`src/rtl/instr_encoder_pkg.sv`:
```
// Shared types, opcode/ALU constants and the combinational RV32I encode function
// used by the instruction encoder.
package instr_encoder_pkg;

    typedef enum logic [2:0] {
        KIND_R       = 3'd0,
        KIND_I       = 3'd1,
        KIND_LOAD    = 3'd2,
        KIND_STORE   = 3'd3,
        KIND_BRANCH  = 3'd4,
        KIND_JAL     = 3'd5,
        KIND_JALR    = 3'd6,
        KIND_ILLEGAL = 3'd7
    } kind_e;

    // Same values as the control unit's ALUOp codes.
    localparam logic [3:0] ALU_ADD  = 4'd0;
    localparam logic [3:0] ALU_SUB  = 4'd1;
    localparam logic [3:0] ALU_AND  = 4'd2;
    localparam logic [3:0] ALU_OR   = 4'd3;
    localparam logic [3:0] ALU_XOR  = 4'd4;
    localparam logic [3:0] ALU_SLL  = 4'd5;
    localparam logic [3:0] ALU_SRL  = 4'd6;
    localparam logic [3:0] ALU_SRA  = 4'd7;
    localparam logic [3:0] ALU_SLT  = 4'd8;
    localparam logic [3:0] ALU_SLTU = 4'd9;

    localparam logic [6:0] OP_R      = 7'b0110011;
    localparam logic [6:0] OP_I      = 7'b0010011;
    localparam logic [6:0] OP_LOAD   = 7'b0000011;
    localparam logic [6:0] OP_STORE  = 7'b0100011;
    localparam logic [6:0] OP_BRANCH = 7'b1100011;
    localparam logic [6:0] OP_JAL    = 7'b1101111;
    localparam logic [6:0] OP_JALR   = 7'b1100111;

    typedef struct packed {
        kind_e       kind;
        logic [3:0]  aluop;
        logic [2:0]  f3;
        logic [4:0]  rd;
        logic [4:0]  rs1;
        logic [4:0]  rs2;
        logic [31:0] imm;
    } req_t;

    typedef struct packed {
        logic        legal;
        logic [31:0] word;
    } enc_t;

    function automatic logic [2:0] alu_funct3(input logic [3:0] op);
        case (op)
            ALU_ADD, ALU_SUB: return 3'b000;
            ALU_SLL:          return 3'b001;
            ALU_SLT:          return 3'b010;
            ALU_SLTU:         return 3'b011;
            ALU_XOR:          return 3'b100;
            ALU_SRL, ALU_SRA: return 3'b101;
            ALU_OR:           return 3'b110;
            default:          return 3'b111;
        endcase
    endfunction

    function automatic logic fits_i(input logic signed [31:0] v);
        return (v >= -2048) && (v <= 2047);
    endfunction

    function automatic enc_t encode(input req_t r);
        enc_t              e;
        logic signed [31:0] imm;
        logic [6:0]        f7;
        logic              is_shift;
        imm      = $signed(r.imm);
        is_shift = r.aluop inside {ALU_SLL, ALU_SRL, ALU_SRA};
        f7       = (r.aluop == ALU_SUB || r.aluop == ALU_SRA) ? 7'b0100000 : 7'b0000000;
        // NOTE: every output gets a default before the case so no path leaves it unassigned.
        e.legal  = 1'b0;
        e.word   = '0;
        case (r.kind)
            KIND_R: begin
                e.legal = r.aluop <= ALU_SLTU;
                e.word  = {f7, r.rs2, r.rs1, alu_funct3(r.aluop), r.rd, OP_R};
            end
            KIND_I: begin
                e.legal = (r.aluop <= ALU_SLTU) && (r.aluop != ALU_SUB) &&
                          (is_shift ? (imm >= 0 && imm <= 31) : fits_i(imm));
                e.word  = is_shift ? {f7, r.imm[4:0], r.rs1, alu_funct3(r.aluop), r.rd, OP_I}
                                   : {r.imm[11:0], r.rs1, alu_funct3(r.aluop), r.rd, OP_I};
            end
            KIND_LOAD: begin
                e.legal = (r.f3 inside {3'd0, 3'd1, 3'd2, 3'd4, 3'd5}) && fits_i(imm);
                e.word  = {r.imm[11:0], r.rs1, r.f3, r.rd, OP_LOAD};
            end
            KIND_STORE: begin
                e.legal = (r.f3 <= 3'd2) && fits_i(imm);
                e.word  = {r.imm[11:5], r.rs2, r.rs1, r.f3, r.imm[4:0], OP_STORE};
            end
            KIND_BRANCH: begin
                e.legal = !(r.f3 inside {3'd2, 3'd3}) && (imm >= -4096) && (imm <= 4094) && !r.imm[0];
                e.word  = {r.imm[12], r.imm[10:5], r.rs2, r.rs1, r.f3, r.imm[4:1], r.imm[11], OP_BRANCH};
            end
            KIND_JAL: begin
                e.legal = (imm >= -1048576) && (imm <= 1048574) && !r.imm[0];
                e.word  = {r.imm[20], r.imm[10:1], r.imm[11], r.imm[19:12], r.rd, OP_JAL};
            end
            KIND_JALR: begin
                e.legal = fits_i(imm);
                e.word  = {r.imm[11:0], r.rs1, 3'b000, r.rd, OP_JALR};
            end
            default: e.legal = 1'b0;
        endcase
        return e;
    endfunction

endpackage

```
`src/rtl/instr_encoder_fifo.sv`:
```
// Synchronous FIFO with wrap-bit pointers; DEPTH must be a power of two, at least 2.
module sync_fifo #(
    parameter int DEPTH = 4,
    parameter int WIDTH = 32
) (
    input  logic             clk,
    input  logic             rst,
    input  logic             push,
    input  logic [WIDTH-1:0] din,
    input  logic             pop,
    output logic [WIDTH-1:0] dout,
    output logic             full,
    output logic             empty
);
    localparam int PW = $clog2(DEPTH);

    logic [WIDTH-1:0] mem [DEPTH];
    logic [PW:0]      wptr;
    logic [PW:0]      rptr;
    logic             do_push;
    logic             do_pop;

    assign empty   = (wptr == rptr);
    assign full    = (wptr[PW] != rptr[PW]) && (wptr[PW-1:0] == rptr[PW-1:0]);
    assign do_push = push && !full;
    assign do_pop  = pop && !empty;
    assign dout    = mem[rptr[PW-1:0]];

    always_ff @(posedge clk) begin
        if (rst) begin
            wptr <= '0;
            rptr <= '0;
        end else begin
            if (do_push) wptr <= wptr + 1'b1;
            if (do_pop)  rptr <= rptr + 1'b1;
        end
    end

    // NOTE: storage is left unreset; the pointers alone decide which entries are valid.
    always_ff @(posedge clk) begin
        if (do_push) mem[wptr[PW-1:0]] <= din;
    end

endmodule

```
`src/rtl/instr_encoder.sv`:
```
// Encodes abstract instruction requests to RV32I words, queues them, and streams
// them to instruction memory at auto-incrementing word addresses.
module instr_encoder
    import instr_encoder_pkg::*;
#(
    parameter int            DEPTH     = 4,
    parameter int            AW        = 32,
    parameter logic [AW-1:0] BASE_ADDR = '0
) (
    input  logic          clk,
    input  logic          rst,
    input  logic          in_valid,
    output logic          in_ready,
    input  logic [2:0]    in_kind,
    input  logic [3:0]    in_aluop,
    input  logic [2:0]    in_f3,
    input  logic [4:0]    in_rd,
    input  logic [4:0]    in_rs1,
    input  logic [4:0]    in_rs2,
    input  logic [31:0]   in_imm,
    output logic          wr_en,
    input  logic          wr_ready,
    output logic [AW-1:0] wr_addr,
    output logic [31:0]   wr_data,
    output logic          err,
    output logic [15:0]   count
);
    req_t        req;
    enc_t        enc;
    logic        accept;
    logic        push;
    logic        pop;
    logic        full;
    logic        empty;
    logic [31:0] head;

    assign req = '{kind: kind_e'(in_kind), aluop: in_aluop, f3: in_f3,
                   rd: in_rd, rs1: in_rs1, rs2: in_rs2, imm: in_imm};
    assign enc = encode(req);

    assign in_ready = !rst && !full;
    assign accept   = in_valid && in_ready;
    // Rejected requests still complete the handshake; they only raise err.
    assign push     = accept && enc.legal;
    assign wr_en    = !empty;
    assign pop      = wr_en && wr_ready;
    assign wr_data  = empty ? 32'd0 : head;

    sync_fifo #(.DEPTH(DEPTH), .WIDTH(32)) u_fifo (
        .clk   (clk),
        .rst   (rst),
        .push  (push),
        .din   (enc.word),
        .pop   (pop),
        .dout  (head),
        .full  (full),
        .empty (empty)
    );

    always_ff @(posedge clk) begin
        if (rst) begin
            wr_addr <= BASE_ADDR;
            err     <= 1'b0;
            count   <= '0;
        end else begin
            if (pop) begin
                wr_addr <= wr_addr + AW'(4);
                if (count != 16'hFFFF) count <= count + 16'd1;
            end
            if (accept && !enc.legal) err <= 1'b1;
        end
    end

endmodule

```
`config.mk`:
```
export PLATFORM = sky130hd
export DESIGN_NAME = instr_encoder
export DESIGN_NICKNAME = d
export VERILOG_FILES = /design/src/rtl/instr_encoder_pkg.sv /design/src/rtl/instr_encoder_fifo.sv /design/src/rtl/instr_encoder.sv
export SDC_FILE = /design/constraint.sdc
export NUM_CORES = 1
export LEC_CHECK = 0
export BUFFER_PORTS_ARGS = -buffer_cell sky130_fd_sc_hd__clkbuf_2
export CAP_MARGIN = 10
export CORE_MARGIN = 2
export CORE_UTILIZATION = 51
export DETAILED_ROUTE_END_ITERATION = 10
export PLACE_DENSITY = 0.85
export SLEW_MARGIN = 30
export SYNTH_ARGS = -nofsm -noshare
export SYNTH_HDL_FRONTEND = slang
export SYNTH_SLANG_ARGS = --single-unit
export TNS_END_PERCENT = 50
```
`constraint.sdc`:
```
create_clock -name clk -period 3.5 [get_ports clk]
set_input_delay 0.175 -clock clk [delete_from_list [all_inputs] [get_ports clk]]
set_output_delay 0.175 -clock clk [all_outputs]
set_load 0.01 [all_outputs]
```
==> implementation parameters, run 1 <==
Parameter                              Value

STA
  Total negative setup slack    0 ps
  Hold Worst Slack    95.57 ps
  Worst Tran Pin Value    758.5 ps
  Final Hold Violating Endpoints    0
  Post-route minimum period    2515 ps
  Maximum clock frequency    0.3977 GHz
  Total of endpoints with negative setup slack in the final report    0
  Relative slew slack    0.4900
  Max Clock Skew    between 10 and 15 ps
  Final Slew Violations    0
  Setup repair after global routing missed its margin    false
  Final period util    0.7184

Floorplan
  Die width    130.2 um
  Initial cell density of the core    0.5169
  Number of rows in the core area    between 40 and 50
  Die area    16950 um2
  Core Region    15710 um2
  DIE HEIGHT    130.2 um
  Number of top-level pins    roughly 140

Routing
  DR top layer    met4
  Via density per instance    around 5.6
  Detail Route met3 WL    between 1500 and 2000 um
  Overall via count from detail_route    around 5700
  Average wire per cell in the routed design    17.68 um
  Met1 WL    ~7400 um
  Post-detailed-route DRC marker count    0
  First drt pass iteration count    6
  Iteration-0 DRC count of the detailed router    ~440
  Total wire length    ~18000 um
  Antenna violation net count after detailed routing    0
  Met2 layer wire length in the routed design    around 8800 um

Logic synthesis
  Commonest register cell after synthesis    sky130_fd_sc_hd__edfxtp_1
  Synth warn    0
  Share of synthesized cell area in and, or, nand and nor gates    0.1639
  #FFs+latches synth    between 150 and 200
  Distinct cells, synth    52
  Mean post-synth cell area    about 13 um2
  Sequential share of the synthesized area    0.5941
  Number of instances in the synthesized netlist    roughly 650
  Ys async rst share    0
  Number of enable-type register cells in the synthesized netlist    about 120
  Post-synthesis compound-gate area fraction    0.05562
  Share of cell area taken by muxes after synthesis    0.09891
  Netlist area before placement    between 8000 and 9000 um2
  Area share of xor/xnor cells in the synthesized design    0.05392
  Adder and majority cell fraction of the synthesized area    0.01078
  Dominant combinational cell family by area after synthesis    simple AND/OR/NAND/NOR gates

Clock network
  Number of buffers on the longest clock path    2
  Clock tree from TritonCTS    yes
  Clock sink count    between 150 and 200
  Setup fix buffers added after clock tree synthesis    0
  H-tree Lvls    4
  Worst-skew pair later-pin latency    between 400 and 500 ps
  Number of clock buffers inserted by TritonCTS    17
  CTS Root Cell    sky130_fd_sc_hd__clkbuf_16
  Register clock-pin slew on the reported worst setup and hold paths    70 ps
  Post-CTS Hold Buffers    0
  Number of gates given a new drive strength after cts    0

Worst setup path
  Reg-to-reg startpoint    u_fifo.wptr[0]$_SDFFE_PP0P_
  Reg2reg end    wr_addr[18]$_SDFFE_PP0P_
  Endpoint class of the critical path    register
  Critical Path Sink    u_fifo.mem[0][24]$_DFFE_PP_
  Top fanout value on the critical path    18
  Depth of the most critical reg-to-reg path    7
  Worst EP arrival    2620 ps
  Required time at the worst-slack endpoint    3610 ps
  CP startpoint kind    input port
  Worst reg-to-reg setup slack    1140 ps
  Crit Path Class    in2reg
  Crit. Startpoint    in_imm[11]

Flow run
  Number of violations of the max-capacitance limit    0

Finish
  Area growth from synthesis to layout    19.92%
  Post-Route Utilization    0.6198
  Number of diodes    0
  Fill cell instance count of the final layout    between 1000 and 1500
  Fin area    roughly 9700 um2
  Fraction of layout cells with a size suffix above 1    0.2850
  Post-layout net count    about 860

Pwr
  Highest ir drop seen on vdd    between 300 and 400 uV
  Power density over the cells    roughly 520 nW/um2
  Leakage power    between 3 and 4 nW
  Total Power    a little over 5 mW

Global route
  Wire length of the first global-routing pass    approximately 28000 um
  Number of global-route vias before repair    5490
  Grt total ovfl    0
  Pin count of the biggest net entering global routing    54
  Antenna violations before repair    0
  Overall Global Routing Usage    0.2203

Run status
  Outcome    finished, final reports clean

Worst hold path
  Path type of the worst min-delay path    in2reg

Placement
  Detailed-placement wirelength estimate    about 12000 um
  Routability cong.    0.8865
  Cell area reported after detailed placement    around 9000 um2
  Port buffer count    141
flip-flops by register name (all words and copies together) (netlist names), named ones only:
| register | flops |
|---|---|
| count | 16 |
| err | 1 |
| u_fifo.mem | 124 |
| u_fifo.rptr | 3 |
| u_fifo.wptr | 3 |
| wr_addr | 30 |
synthesized netlist by cell type, types with 4 or more instances:
cell type                    n  area, um2
sky130_fd_sc_hd__nor2b_1    46      287.8
sky130_fd_sc_hd__inv_1      11      41.29
sky130_fd_sc_hd__buf_1       6      22.52
sky130_fd_sc_hd__nor3_1     17      85.08
sky130_fd_sc_hd__or3_1       4      25.02
sky130_fd_sc_hd__nor4_1      6      37.54
sky130_fd_sc_hd__nand3_1    24      120.1
sky130_fd_sc_hd__xnor2_1    16      140.1
sky130_fd_sc_hd__dfxtp_1    55       1101
sky130_fd_sc_hd__o22ai_1     4      25.02
sky130_fd_sc_hd__nand2b_1    9      56.30
sky130_fd_sc_hd__ha_1        7      87.58
sky130_fd_sc_hd__nor2_1     63      236.5
sky130_fd_sc_hd__a21oi_1    12      60.06
sky130_fd_sc_hd__nand2_1    38      142.6
sky130_fd_sc_hd__clkbuf_1   24      90.09
sky130_fd_sc_hd__xor2_1     34      297.8
sky130_fd_sc_hd__and3_1      6      37.54
sky130_fd_sc_hd__mux4_2     31      698.2
sky130_fd_sc_hd__and2_1      9      56.30
sky130_fd_sc_hd__mux2i_1     9      90.09
sky130_fd_sc_hd__a22oi_1     5      37.54
sky130_fd_sc_hd__o31a_1      4      35.03
sky130_fd_sc_hd__edfxtp_1  124       3724
sky130_fd_sc_hd__nand4_1    22      137.6
sky130_fd_sc_hd__o21ai_0    22      110.1
cells by family after synthesis:
group,count (synthesis)
AO/OA/AOI/OAI,68
XOR/XNOR,50
AND/OR/NAND/NOR,258
multiplexers,41
buffers and inverters,45
other,1
flip-flops,179
adder cells (fa/ha/maj),7
routing by layer:
layer / up-vias / track usage
li1: 2680 / -
met1: 2763 / 0.2864
met2: 251 / 0.3622
met3: 22 / 0.06314
met4: 0 / 0.06641
met5: - / 0
critical path, cell delays in order:
cell                       delay (ps)
sky130_fd_sc_hd__clkbuf_2         160
sky130_fd_sc_hd__or4_1            600
sky130_fd_sc_hd__or4_1            470
sky130_fd_sc_hd__o31ai_2          270
sky130_fd_sc_hd__o21ai_2          130
sky130_fd_sc_hd__a31o_2           280
sky130_fd_sc_hd__and2b_1          230
sky130_fd_sc_hd__buf_4            290
worst min-delay path by stage:
stage	startpoint	endpoint	slack [ps]	cells after the start
2_1_floorplan	in_imm[5]	u_fifo.mem[0][25]$_DFFE_PP_	430	1
3_3_place_gp	wr_addr[3]$_SDFFE_PP0P_	wr_addr[3]$_SDFFE_PP0P_	480	2
3_5_place_dp	count[1]$_SDFFE_PP0P_	count[1]$_SDFFE_PP0P_	480	2
4_1_cts	rst	count[12]$_SDFFE_PP0P_	80	3
5_1_grt	rst	count[12]$_SDFFE_PP0P_	110	3
6_report	rst	count[12]$_SDFFE_PP0P_	100	3
through the flow:
stage,setup WS (ps),instances
CTS,1027,1023
global route,867.7,1023
detailed placement,590.9,991
floorplan,17.92,650
finish,985.5,1023
global placement,686.4,991
power breakdown:
| part | total (mW) | leakage [nW] | internal (mW) | switching [mW] |
|---|---|---|---|---|
| clock network | 2.01 | 0.299 | 1.20 | 0.808 |
| logic | 0.741 | 1.71 | 0.328 | 0.414 |
| registers | 2.33 | 1.57 | 2.30 | 0.0345 |
area by class of cell:
cell class                 instances  area (um2)  share of cell area
sequential                       179        4826              0.4955
tap                              216       270.3             0.02775
clock buffer                      18       429.2             0.04406
multi-input combinational        426        3134              0.3218
clock inverter                    14       197.7             0.02030
timing repair buffer             159       840.8             0.08633
inverter                          11       41.29            0.004239
layout by cell type (no fill, tap or decap), types with 5 or more instances in the layout:
cell	Yosys	routed
sky130_fd_sc_hd__clkbuf_2	0	141
sky130_fd_sc_hd__edfxtp_1	124	124
sky130_fd_sc_hd__nor2_1	63	63
sky130_fd_sc_hd__dfxtp_1	55	54
sky130_fd_sc_hd__nor2b_1	46	44
sky130_fd_sc_hd__nand2_1	38	38
sky130_fd_sc_hd__xor2_1	34	34
sky130_fd_sc_hd__mux4_2	31	31
sky130_fd_sc_hd__nand3_1	24	24
sky130_fd_sc_hd__o21ai_0	22	22
sky130_fd_sc_hd__nand4_1	22	22
sky130_fd_sc_hd__buf_4	3	18
sky130_fd_sc_hd__clkbuf_16	0	17
sky130_fd_sc_hd__xnor2_1	16	16
sky130_fd_sc_hd__nor3_1	17	15
sky130_fd_sc_hd__a21oi_1	12	12
sky130_fd_sc_hd__inv_1	11	11
sky130_fd_sc_hd__and2_1	9	9
sky130_fd_sc_hd__mux2i_1	9	9
sky130_fd_sc_hd__nand2b_1	9	9
sky130_fd_sc_hd__ha_1	7	7
sky130_fd_sc_hd__nor4_1	6	6
sky130_fd_sc_hd__and3_1	6	6
sky130_fd_sc_hd__a22oi_1	5	5
Power figures use the tool's default switching activity.
==> inputs of run 2 (changes only) <==
==> constraint.sdc (replaced) <==
create_clock -name clk -period 2.2 [get_ports clk]
set_input_delay 0.11 -clock clk [delete_from_list [all_inputs] [get_ports clk]]
set_output_delay 0.11 -clock clk [all_outputs]
set_load 0.01 [all_outputs]
==> run 2 against run 1 <==
Wire length rose by 7.7%. Utilization grew 1.9 points. Cell area increased by 3.1%. Sequential share of layout area down 1.5 points.
==> implementation parameters, run 2 (synthesized netlist as in run 1, its figures left out) <==
Parameter                              Value

Run status
  Outcome    finished, final reports clean

Worst setup path
  Worst EP arrival    2270 ps (-350 ps)
  Largest incremental delay on the critical path    500 ps (-100 ps)
  Critical path buffers and inverters    2 (unchanged)
  Top fanout value on the critical path    17 (-1)
  Slowest stage cell on the critical path    sky130_fd_sc_hd__or4_1
  Required time at the worst-slack endpoint    2330 ps (-1280 ps)
  Endpoint class of the critical path    register
  Most repeated library cell on the critical path    sky130_fd_sc_hd__or4_1
  Worst reg-to-reg setup slack    140 ps (-1000 ps)
  Depth of the most critical reg-to-reg path    6 (-1)
  Top delay family on crit path    simple AND/OR/NAND/NOR gates
  Reg-to-reg startpoint    u_fifo.rptr[0]$_SDFFE_PP0P_
  Reg2reg end    u_fifo.mem[0][9]$_DFFE_PP_
  Crit Path Class    in2reg
  Cell-by-cell trace of the critical path    clkbuf_2, or4_1, or4_1, o31ai_2, o21ai_2, a31o_4, and2b_4, buf_12
  CP startpoint kind    input port

Flow run
  Number of violations of the max-capacitance limit    0 (unchanged)

Clock network
  Post-CTS Hold Buffers    0 (unchanged)
  H-tree Lvls    4 (unchanged)
  CTS Root Cell    sky130_fd_sc_hd__clkbuf_16
  Register clock-pin slew on the reported worst setup and hold paths    70 ps (about the same)
  Number of buffers on the longest clock path    2 (unchanged)
  Setup fix buffers added after clock tree synthesis    0 (unchanged)
  Clock sink count    179 (unchanged)
  Clock tree from TritonCTS    yes
  Worst-skew pair later-pin latency    430 ps (about the same)
  Number of clock buffers inserted by TritonCTS    17 (unchanged)

Floorplan
  Die width    130.2 um (unchanged)
  Die area    16950 um2 (unchanged)
  Number of top-level pins    144 (unchanged)
  Initial cell density of the core    0.5169 (unchanged)
  Number of rows in the core area    46 (unchanged)
  DIE HEIGHT    130.2 um (unchanged)
  Core Region    15710 um2 (unchanged)

Worst hold path
  Hold path endpoint    count[12]$_SDFFE_PP0P_
  Path type of the worst min-delay path    in2reg
  Worst hold path startpoint    rst
  WHS Path Cells    3 (unchanged)

Placement
  Worst slack at placement    -367.3 ps (-958.2 ps)
  Routability cong.    0.8922 (+0.64%)
  Detailed-placement wirelength estimate    13940 um (+13%)
  Cell area reported after detailed placement    9474 um2 (+4.0%)
  Port buffer count    141 (unchanged)
  Cell count after placement    1025 (+3.4%)

Finish
  Fin area    10040 um2 (+3.1%)
  Fraction of layout cells with a size suffix above 1    0.3187 (+0.03366)
  Number of diodes    0 (unchanged)
  Most frequent cells in the layout    sky130_fd_sc_hd__clkbuf_2, sky130_fd_sc_hd__edfxtp_1, sky130_fd_sc_hd__nor2_1
  Combined flip-flop and latch cell area    4828 um2 (about the same)
  Fill cell instance count of the final layout    1162 (-4.1%)
  Area growth from synthesis to layout    23.62%
  Post-Route Utilization    0.6390 (+0.01911)
  Final instance count without filler cells    1057 (+3.3%)
  Post-layout net count    896 (+3.9%)
  Largest register FFs    124 (unchanged)
  Most common cell after layout, fill and taps aside    sky130_fd_sc_hd__clkbuf_2
  Area occupied by multi-input gates    3158 um2 (+0.76%)

Global route
  Pin count of the biggest net entering global routing    54 (unchanged)
  Grt total ovfl    0 (unchanged)
  Overall Global Routing Usage    0.2381 (+0.01781)
  Wire length of the first global-routing pass    30370 um (+8.2%)
  Number of global-route vias before repair    5678 (+3.4%)
  Antenna violations before repair    0 (unchanged)

STA
  Final period util    0.9698
  Final Slew Violations    0 (unchanged)
  Final worst slack    66.51 ps (-919.0 ps)
  Max Clock Skew    15.83 ps (+5.523 ps)
  Worst Tran Pin Value    746.8 ps (-11.74 ps)
  Relative slew slack    0.4969 (+0.006887)
  Maximum clock frequency    around 0.47 GHz
  Setup repair after global routing missed its margin    false
  Post-route minimum period    2133 ps
  Hold Worst Slack    22.39 ps (-73.17 ps)
  Total of endpoints with negative setup slack in the final report    0 (unchanged)
  Final Hold Violating Endpoints    0 (unchanged)
  Total negative setup slack    0 ps (unchanged)

Routing
  First drt pass iteration count    5 (-1)
  Antenna violation net count after detailed routing    0 (unchanged)
  Post-detailed-route DRC marker count    0 (unchanged)
  Overall via count from detail_route    5914 (+3.5%)
  Total wire length    19480 um (+7.7%)
  Via density per instance    5.595 (+0.14%)
  Iteration-0 DRC count of the detailed router    399 (-8.5%)
  Average wire per cell in the routed design    18.43 um (+4.2%)

Pwr
  Leakage power    3.725 nW (+4.2%)
  Power density over the cells    783.2 nW/um2 (+50%)
  Total Power    7.863 mW (+55%)
  Highest ir drop seen on vdd    544.4 uV (+43%)
-- run 2: cell types whose count changed in the layout (fill, tap and decap cells not counted), moves of 2 or more --
cell and delta:
sky130_fd_sc_hd__and2b_1 -2, sky130_fd_sc_hd__bufinv_16 -3, sky130_fd_sc_hd__buf_12 +7, sky130_fd_sc_hd__clkinv_2 +2, sky130_fd_sc_hd__nor2b_2 -2, sky130_fd_sc_hd__buf_4 +27, sky130_fd_sc_hd__and2b_4 +2, sky130_fd_sc_hd__nor2b_4 +2
sky130_fd_sc_hd__clkinv_4 +2
-- run 2: worst max path at each step --
stage / slack, ps / cells after the start / startpoint / end
floorplan: -290 / 6 / in_imm[11] / u_fifo.mem[1][10]$_DFFE_PP_
global placement: -310 / 8 / in_imm[11] / u_fifo.mem[3][22]$_DFFE_PP_
detailed placement: -370 / 8 / in_imm[11] / u_fifo.mem[3][23]$_DFFE_PP_
CTS: 70 / 8 / in_imm[11] / u_fifo.mem[0][9]$_DFFE_PP_
global route: 10 / 8 / in_imm[11] / u_fifo.mem[0][9]$_DFFE_PP_
finish: 70 / 8 / in_imm[11] / u_fifo.mem[0][9]$_DFFE_PP_
-- run 2: area by class of cell --
cell class                 count  share of cell area
clock buffer                  17             0.04237
clock inverter                15             0.01321
inverter                      11            0.004113
multi-input combinational    426              0.3146
sequential                   179              0.4809
tap                          216             0.02692
timing repair buffer         193              0.1179
-- run 2: report_power, final --
| part | leakage [nW] | total (mW) | internal (mW) | switching, mW |
|---|---|---|---|---|
| Clock | 0.264 | 2.85 | 1.56 | 1.28 |
| Sequential | 1.57 | 3.71 | 3.66 | 0.0514 |
| Combinational | 1.89 | 1.31 | 0.598 | 0.708 |
| Total | 3.73 | 7.86 | 5.82 | 2.04 |
-- run 2: what timing repair did --
action / in CTS / in global routing
gates cloned: 0 / 0
pin swaps: 0 / 0
endpoints found under the setup margin: 1 / 1
resized for setup: 1 / 1
-- run 2: metal layers --
metal	vias to the layer above	wire length, um	GRT usage
met5	-	0	0
met4	0	682	0.1037
met1	2844	8177	0.3031
met3	52	1443	0.06273
li1	2752	-	-
met2	266	9177	0.3871
-- run 2: tightest hold or removal path: stages --
cell and delay, ps:
sky130_fd_sc_hd__clkbuf_2 90, sky130_fd_sc_hd__inv_1 90, sky130_fd_sc_hd__o211a_1 120
==> inputs of run 3 (changes only) <==
--- a/config.mk
+++ b/config.mk
@@ -5,12 +5,13 @@
 export SDC_FILE = /design/constraint.sdc
 export NUM_CORES = 1
 export LEC_CHECK = 0
+export ABC_CLOCK_PERIOD_IN_PS = 2200
 export BUFFER_PORTS_ARGS = -buffer_cell sky130_fd_sc_hd__clkbuf_2
 export CAP_MARGIN = 10
 export CORE_MARGIN = 2
-export CORE_UTILIZATION = 51
+export CORE_UTILIZATION = 50
 export DETAILED_ROUTE_END_ITERATION = 10
-export PLACE_DENSITY = 0.85
+export PLACE_DENSITY = 0.83
 export SLEW_MARGIN = 30
 export SYNTH_ARGS = -nofsm -noshare
 export SYNTH_HDL_FRONTEND = slang
==> run 3 against run 2 <==
Register-to-register slack better by 30 ps. Wire length shrank 6.3%. First-iteration DRC count rose by 22%. Power rose by 2.8%. Utilization decreased by 0.39 points. Sequential share of layout area down 0.26 points. Largest cell class unchanged. Critical path depth is the same. Non-clock buffer count is 5 lower. Cell area increased by 0.49%. Maximum frequency grew 0.74%.
==> implementation parameters, run 3 (synthesized netlist as in run 1, its figures left out) <==
Parameter                              Value

STA
  Maximum clock frequency    0.4722 GHz (+0.74%)
  Final period util    0.9626 (-0.007131)
  Final Slew Violations    0 (unchanged)
  Final worst slack    82.19 ps (+15.69 ps)
  Total of endpoints with negative setup slack in the final report    0 (unchanged)
  Relative slew slack    0.5529 (+0.05599)
  Post-route minimum period    2118 ps (-15.69 ps)
  Worst Tran Pin Value    668.4 ps (-78.36 ps)
  Max Clock Skew    9.048 ps (-6.780 ps)
  Final Hold Violating Endpoints    0 (unchanged)

Routing
  Post-detailed-route DRC marker count    0 (unchanged)
  Average wire per cell in the routed design    17.35 um (-5.8%)
  Overall via count from detail_route    5861 (-0.90%)
  Total wire length    18250 um (-6.3%)
  Iteration-0 DRC count of the detailed router    485 (+22%)
  Antenna violation net count after detailed routing    0 (unchanged)
  Via density per instance    5.571 (-0.43%)
  First drt pass iteration count    5 (unchanged)

Clock network
  Number of clock buffers inserted by TritonCTS    17 (unchanged)
  H-tree Lvls    4 (unchanged)
  Clock sink count    179 (unchanged)
  Setup fix buffers added after clock tree synthesis    0 (unchanged)
  Number of gates given a new drive strength after cts    0 (-1)
  CTS Root Cell    sky130_fd_sc_hd__clkbuf_16
  Clock tree from TritonCTS    yes
  Worst-skew pair later-pin latency    420 ps (about the same)
  Post-CTS Hold Buffers    0 (unchanged)
  Number of buffers on the longest clock path    2 (unchanged)
  Register clock-pin slew on the reported worst setup and hold paths    70 ps (about the same)

Finish
  Post-layout net count    891 (-0.56%)
  Combined flip-flop and latch cell area    4826 um2 (about the same)
  Most frequent cells in the layout    sky130_fd_sc_hd__clkbuf_2, sky130_fd_sc_hd__edfxtp_1, sky130_fd_sc_hd__nor2_1
  Fill cell instance count of the final layout    1188 (+2.2%)
  Fin area    10090 um2 (+0.49%)
  Final instance count without filler cells    1052 (-0.47%)
  Area growth from synthesis to layout    24.22%
  Number of diodes    0 (unchanged)
  Fraction of layout cells with a size suffix above 1    0.3146 (-0.004075)
  Largest register FFs    124 (unchanged)
  Most common cell after layout, fill and taps aside    sky130_fd_sc_hd__clkbuf_2
  Area occupied by multi-input gates    3164 um2 (+0.20%)
  Post-Route Utilization    0.6351 (-0.003873)

Floorplan
  Core Region    15890 um2 (+1.1%)
  Die area    17280 um2 (+1.9%)
  Number of rows in the core area    46 (unchanged)
  DIE HEIGHT    131.5 um (+0.97%)
  Number of top-level pins    144 (unchanged)
  Initial cell density of the core    0.5113 (-0.005618)
  Die width    131.5 um (+0.97%)

Pwr
  Share of power burned in registers    0.456 (-0.016)
  Highest ir drop seen on vdd    615.7 uV (+13%)
  Logic pwr share    0.157 (-0.009)
  Switching part of the total power    0.2516 (-0.008215)
  Clock network fraction of design power    0.387 (+0.025)
  Power density over the cells    801.1 nW/um2 (+2.3%)
  Switching power    2.033 mW (-0.47%)
  Internal power consumption    6.048 mW (+3.9%)
  Leakage power    3.744 nW (+0.49%)

Placement
  Routability cong.    0.8632 (-3.3%)
  Port buffer count    141 (unchanged)
  Cell count after placement    1020 (-0.49%)
  Detailed-placement wirelength estimate    12520 um (-10%)
  Cell area reported after detailed placement    9462 um2 (-0.13%)
  Worst slack at placement    -358.6 ps (+8.700 ps)

Global route
  Grt total ovfl    0 (unchanged)
  Pin count of the biggest net entering global routing    54 (unchanged)
  Wire length of the first global-routing pass    29090 um (-4.2%)
  Antenna violations before repair    0 (unchanged)
  Number of global-route vias before repair    5713 (+0.62%)
  Overall Global Routing Usage    0.2134 (-0.02468)

Flow run
  Number of violations of the max-capacitance limit    0 (unchanged)

Worst setup path
  Endpoint class of the critical path    register
  Worst EP arrival    2250 ps (-20 ps)
  Top fanout value on the critical path    7 (-10)
  Crit Path Class    in2reg
  Required time at the worst-slack endpoint    2330 ps (about the same)
  CP startpoint kind    input port

Worst hold path
  Path type of the worst min-delay path    in2reg

Run status
  Outcome    finished, final reports clean
==> run 3: cell count changes in the layout (fill, tap and decap cells not counted), sizes merged <==
| cell | delta |
|---|---|
| bufinv | +2 |
| buf | -5 |
| clkbuf | +1 |
| clkinvlp | -4 |
| clkinv | -3 |
| inv | +4 |
==> run 3: critical path, stage by stage <==
cell and delay (ps):
sky130_fd_sc_hd__clkbuf_2 90, sky130_fd_sc_hd__or4_1 540, sky130_fd_sc_hd__or4_4 440, sky130_fd_sc_hd__o31ai_2 220
sky130_fd_sc_hd__o21ai_2 110, sky130_fd_sc_hd__a31o_4 260, sky130_fd_sc_hd__and2b_4 290, sky130_fd_sc_hd__buf_4 170
==> run 3: final timing paths <==
kind | cells past startpoint | from | endpoint | slack, ps
worst max register to register | 6 | u_fifo.rptr[0]$_SDFFE_PP0P_ | u_fifo.mem[0][2]$_DFFE_PP_ | 170
worst min register to register | 2 | wr_addr[3]$_SDFFE_PP0P_ | wr_addr[3]$_SDFFE_PP0P_ | 500
worst max-delay path | 8 | in_imm[11] | u_fifo.mem[0][2]$_DFFE_PP_ | 80
worst min-delay path | 3 | rst | count[12]$_SDFFE_PP0P_ | 30
==> run 3: final cells by class <==
cell class                      instances  share of cell area
Tap cell                              216             0.02679
Sequential cell                       179              0.4784
Multi-Input combinational cell        426              0.3137
Timing Repair Buffer                  188              0.1161
Clock inverter                         14             0.01848
Clock buffer                           18             0.04254
Inverter                               11            0.004093
==> run 3: through the flow <==
step | power, mW | hold slack (ps) | TNS (ps)
final | 8.082 | 29.15 | 0
after global routing | 8.395 | 40.75 | -14.21
after CTS | 8.135 | 21.81 | 0
after detailed placement | 5.028 | 470.0 | -37340
after global placement | 5.003 | 457.4 | -35000
after floorplan | 4.538 | 363.2 | -30960
==> run 3: power groups by stage <==
stage / Clock, mW / Sequential [mW] / Combinational, mW
finish: 3.13 / 3.69 / 1.27
global route: 3.33 / 3.69 / 1.38
CTS: 3.18 / 3.69 / 1.27
detailed placement: 0 / 3.76 / 1.27
global placement: 0 / 3.76 / 1.24
floorplan: 0 / 3.76 / 0.775
==> run 3: layer usage <==
layer	track usage	vias up	share of wire
met5	0	-	0
met4	0.05918	0	0.016
met3	0.05363	23	0.080
met2	0.3528	264	0.48
met1	0.2817	2835	0.43
li1	-	2739	-
